File: src/rtl/initial_module.sv
// Init sequencer: sweeps one BTB/BHT/register-file index per clock after reset and
// presents the matching init data, so the CPU can write one entry per cycle while its init switch is high.
module initial_module #(
  parameter logic [39:0] BTB_INIT_VAL = 40'h0_0000_0000,
  parameter logic [1:0]  BHT_INIT_VAL = 2'b01,
  parameter logic [31:0] SP_INIT_VAL  = 32'h0000_3FFC
) (
  input  logic        clk,
  input  logic        rst_i,
  output logic [7:0]  btb_addr,
  output logic [39:0] btb_init,
  output logic [7:0]  bht_addr,
  output logic [1:0]  bht_init,
  output logic [4:0]  reg_addr,
  output logic [31:0] reg_init
);

  localparam logic [7:0] CNT_MAX  = 8'd255;
  localparam logic [4:0] REG_LAST = 5'd31;
  localparam logic [4:0] REG_SP   = 5'd2;

  logic [7:0]  cnt_q, cnt_d;
  logic [7:0]  addr_q;
  logic [4:0]  reg_addr_q, reg_addr_d;
  logic [31:0] reg_init_q, reg_init_d;

  // Outputs are registered from the next count so every bus changes on the same edge as cnt.
  always_comb begin
    cnt_d = cnt_q;
    if (rst_i) begin
      cnt_d = 8'd0;
    end else if (cnt_q != CNT_MAX) begin
      cnt_d = cnt_q + 8'd1;
    end

    reg_addr_d = (cnt_d > 8'd31) ? REG_LAST : cnt_d[4:0];
    reg_init_d = (reg_addr_d == REG_SP) ? SP_INIT_VAL : 32'h0;
  end

  always_ff @(posedge clk) begin
    cnt_q <= cnt_d;
  end

  always_ff @(posedge clk) begin
    addr_q     <= cnt_d;
    reg_addr_q <= reg_addr_d;
    reg_init_q <= reg_init_d;
  end

  assign btb_addr = addr_q;
  assign bht_addr = addr_q;
  assign btb_init = BTB_INIT_VAL;
  assign bht_init = BHT_INIT_VAL;
  assign reg_addr = reg_addr_q;
  assign reg_init = reg_init_q;

endmodule

File: config.mk
export PLATFORM = sky130hd
export DESIGN_NAME = initial_module
export DESIGN_NICKNAME = d
export VERILOG_FILES = /design/src/rtl/initial_module.sv
export SDC_FILE = /design/constraint.sdc
export NUM_CORES = 1
export LEC_CHECK = 0
export BUFFER_PORTS_ARGS = -buffer_cell sky130_fd_sc_hd__buf_2
export CAP_MARGIN = 10
export CORE_UTILIZATION = 42
export DETAILED_ROUTE_END_ITERATION = 8
export HOLD_SLACK_MARGIN = 0.03
export PLACE_DENSITY = 0.86
export SLEW_MARGIN = 25
export SYNTH_ARGS = -nofsm -noshare
export SYNTH_HDL_FRONTEND = slang
export SYNTH_SLANG_ARGS = --single-unit
File: constraint.sdc
create_clock -name clk -period 4.5 [get_ports clk]
set_clock_uncertainty 0.15 [all_clocks]
set_input_delay 0.9 -clock clk [delete_from_list [all_inputs] [get_ports clk]]
set_output_delay 0.9 -clock clk [all_outputs]
set_load 0.03 [all_outputs]
==> impl_metrics.ini <==
[status]
status = complete, no violations

[worst_setup_path]
r2r-start = bht_addr[0]$_DFF_P_
cpMaxStageDelayCell = dfxtp_1
rr_worst_depth = 5
crit_fanout = 12
crit_type = reg2out
start_kind = register
cp.arrival_ns = 1.05
rr_endpoint = reg_addr[2]$_DFF_P_
path_cells = buf_2
crit_required_ns = 3.45
max_stage_delay_ns = 0.52
worst-path-buf-inv = 1
end_kind = primary output
cpLargestDelayFamily = flip-flops
rrSetupSlack_ns = 2.52

[power]
p_int_w = 0.000191
pwr-share-seq_pct = 40.0
clkPwrFrac_pct = 25.4
powerDensity_nw_per_um2 = 313
switchingPower_w = 0.000145
comb_power_share_pct = 34.5
max-vdd-ir-drop_mv = 0.200
power.leakage_nw = 0.679
swShare_pct = 43.1

[global_route]
grt_max_degree = 13
antenna_found_initial = 0
grt_pass1_wl_um = 2340
grt_pass1_vias = 547
overflow = 0
track_usage_pct = 9.48

[clocking]
cts_made_buffers = 3
clock_sinks = 14
clk_latency_ns = 0.27
ctsLongestPathBuffers = 2
post_cts_buffers = 0
cts-hold-fix-buffers = 0
cts_root_buffer = clkbuf_4
clkSlewWorstSetupHoldPaths_ns = 0.07
cts_tree = yes
htreeDepth = 1
cts_resized = 0

[hold_path]
hp-class = reg2reg
hold-path-endpoint = bht_addr[2]$_DFF_P_
min_delay_path_depth = 2
min_from = bht_addr[7]$_DFF_P_

[sta]
setup_violations = 0
final_max_slew_viol_count = 0
hold_viol = 0
fmaxAchievable_mhz = 476
period_share_pct = 46.7
tns_ns = 0
rsz0062_at_grt = no
period_needed_ns = 2.10

[floorplan]
rows = 19
die-area_um2 = 3150
io_pins = 97
dieWidth_um = 56.1
core_um2 = 2760
start_util_pct = 44.6
die_height_um = 56.1

[logic_synthesis]
ys_ff_latch = 14
yosysWarningCount = 0
synthCells = 150
synthDistinctLibCells = 34
yosysSeqAreaShare_pct = 22.8
synthArstFlopShare_pct = 0
synthFlopType = dfxtp_1
synth_edf_count = 0
netlist_area_um2 = 1230
synth_area_per_cell_um2 = 8.20

[routing]
drt_first_pass_iters = 2
drc = 0
viasPerCell = 4.03
wl_per_cell_um = 8.19
detail-route-antenna-nets = 0
drt_wl_total_um = 1600
num_vias = 785
first_iter_violations = 6

[flow_run]
drv_cap = 0

[place]
gp_congestion = 0.784
io_buffers = 34
place_hpwl_um = 1300

[finish]
drive_above_1_share_pct = 26.8
layout.nets = 168
diodes = 0
finalCoreUtilization_pct = 38.9
seq_area_um2 = 280
layout-area-overhead-vs-synth_pct = -12.8
multi_input_area_um2 = 528
num-fill-cells = 301
## power by group through the flow
stage	registers, W	logic (W)	clock network (W)
2_1_floorplan	0.000146	0.000146	0
3_3_place_gp	0.000137	0.000115	0
3_5_place_dp	0.000137	0.000115	0
4_1_cts	0.000135	0.000116	0.0000903
5_1_grt	0.000136	0.000122	0.0000953
6_report	0.000134	0.000116	0.0000854
## per-layer routing
layer,vias up,GRT usage (%),share of wire (%)
met5,-,0,0
met4,0,2.09,0
met3,0,4.88,11
met2,48,14.6,48
met1,357,11.8,41
li1,380,-,-
## layout make-up
type	instances	area share, %
tap	31	3.62
timing repair buffer	34	15.9
inverter	5	1.75
clock buffer	4	3.38
multi-input combinational	107	49.2
sequential	14	26.1
## logic make-up after synthesis
logic type	synth area share, %
buf+inv	52.6
simple gates	13.1
compound gates	8.34
flops	22.8
other cells	0.611
fa+ha+maj	1.02
xor+xnor	0.712
mux	0.814
## how the worst max path moves through the flow
stage	slack [ns]	cells after the start	to	startpoint
3_3_place_gp	2.51	4	reg_addr[2]$_DFF_P_	rst_i
5_1_grt	2.32	1	bht_addr[2]	bht_addr[2]$_DFF_P_
6_report	2.40	1	btb_addr[2]	bht_addr[2]$_DFF_P_
4_1_cts	2.38	1	bht_addr[2]	bht_addr[2]$_DFF_P_
3_5_place_dp	2.49	4	reg_addr[2]$_DFF_P_	rst_i
2_1_floorplan	2.45	4	reg_addr[2]$_DFF_P_	rst_i
## per-stage QoR
stage | worst slack (ns) | hold slack (ns) | instances | power [W] | area, µm²
finish | 2.40 | 0.502 | 195 | 0.000336 | 1070
detailed placement | 2.49 | 0.487 | 191 | 0.000253 | 1040
global placement | 2.51 | 0.473 | 191 | 0.000252 | 1040
floorplan | 2.45 | 0.557 | 210 | 0.000292 | 1460
global route | 2.32 | 0.542 | 195 | 0.000353 | 1070
CTS | 2.38 | 0.496 | 195 | 0.000341 | 1070
## flip-flops by register name (all words and copies together), names as in the netlist
name and flops:
bht_addr 8, reg_init 1, reg_addr 5
## cells in the mapped netlist (3+ instances only)
| cell | instances | area [µm²] |
|---|---|---|
| a21oi_1 | 3 | 15.0 |
| dfxtp_1 | 14 | 280 |
| nor2_1 | 5 | 18.8 |
| buf_4 | 81 | 608 |
| inv_1 | 5 | 18.8 |
| or3_1 | 3 | 18.8 |
| nand2_1 | 5 | 18.8 |
## placed cells by master, fill, tap and decap left out, types with 2 or more instances in the layout
cell        n
a31o_2      2
nand3_1     2
nor2_1      5
clkbuf_4    3
o2111ai_1   2
nand2_1     5
a31oi_1     2
or3_1       3
a21oi_1     3
inv_1       5
nor3_1      2
conb_1     62
buf_2      34
nand4_1     2
dfxtp_1    14
No activity file was read; power rests on OpenSTA's default activity.
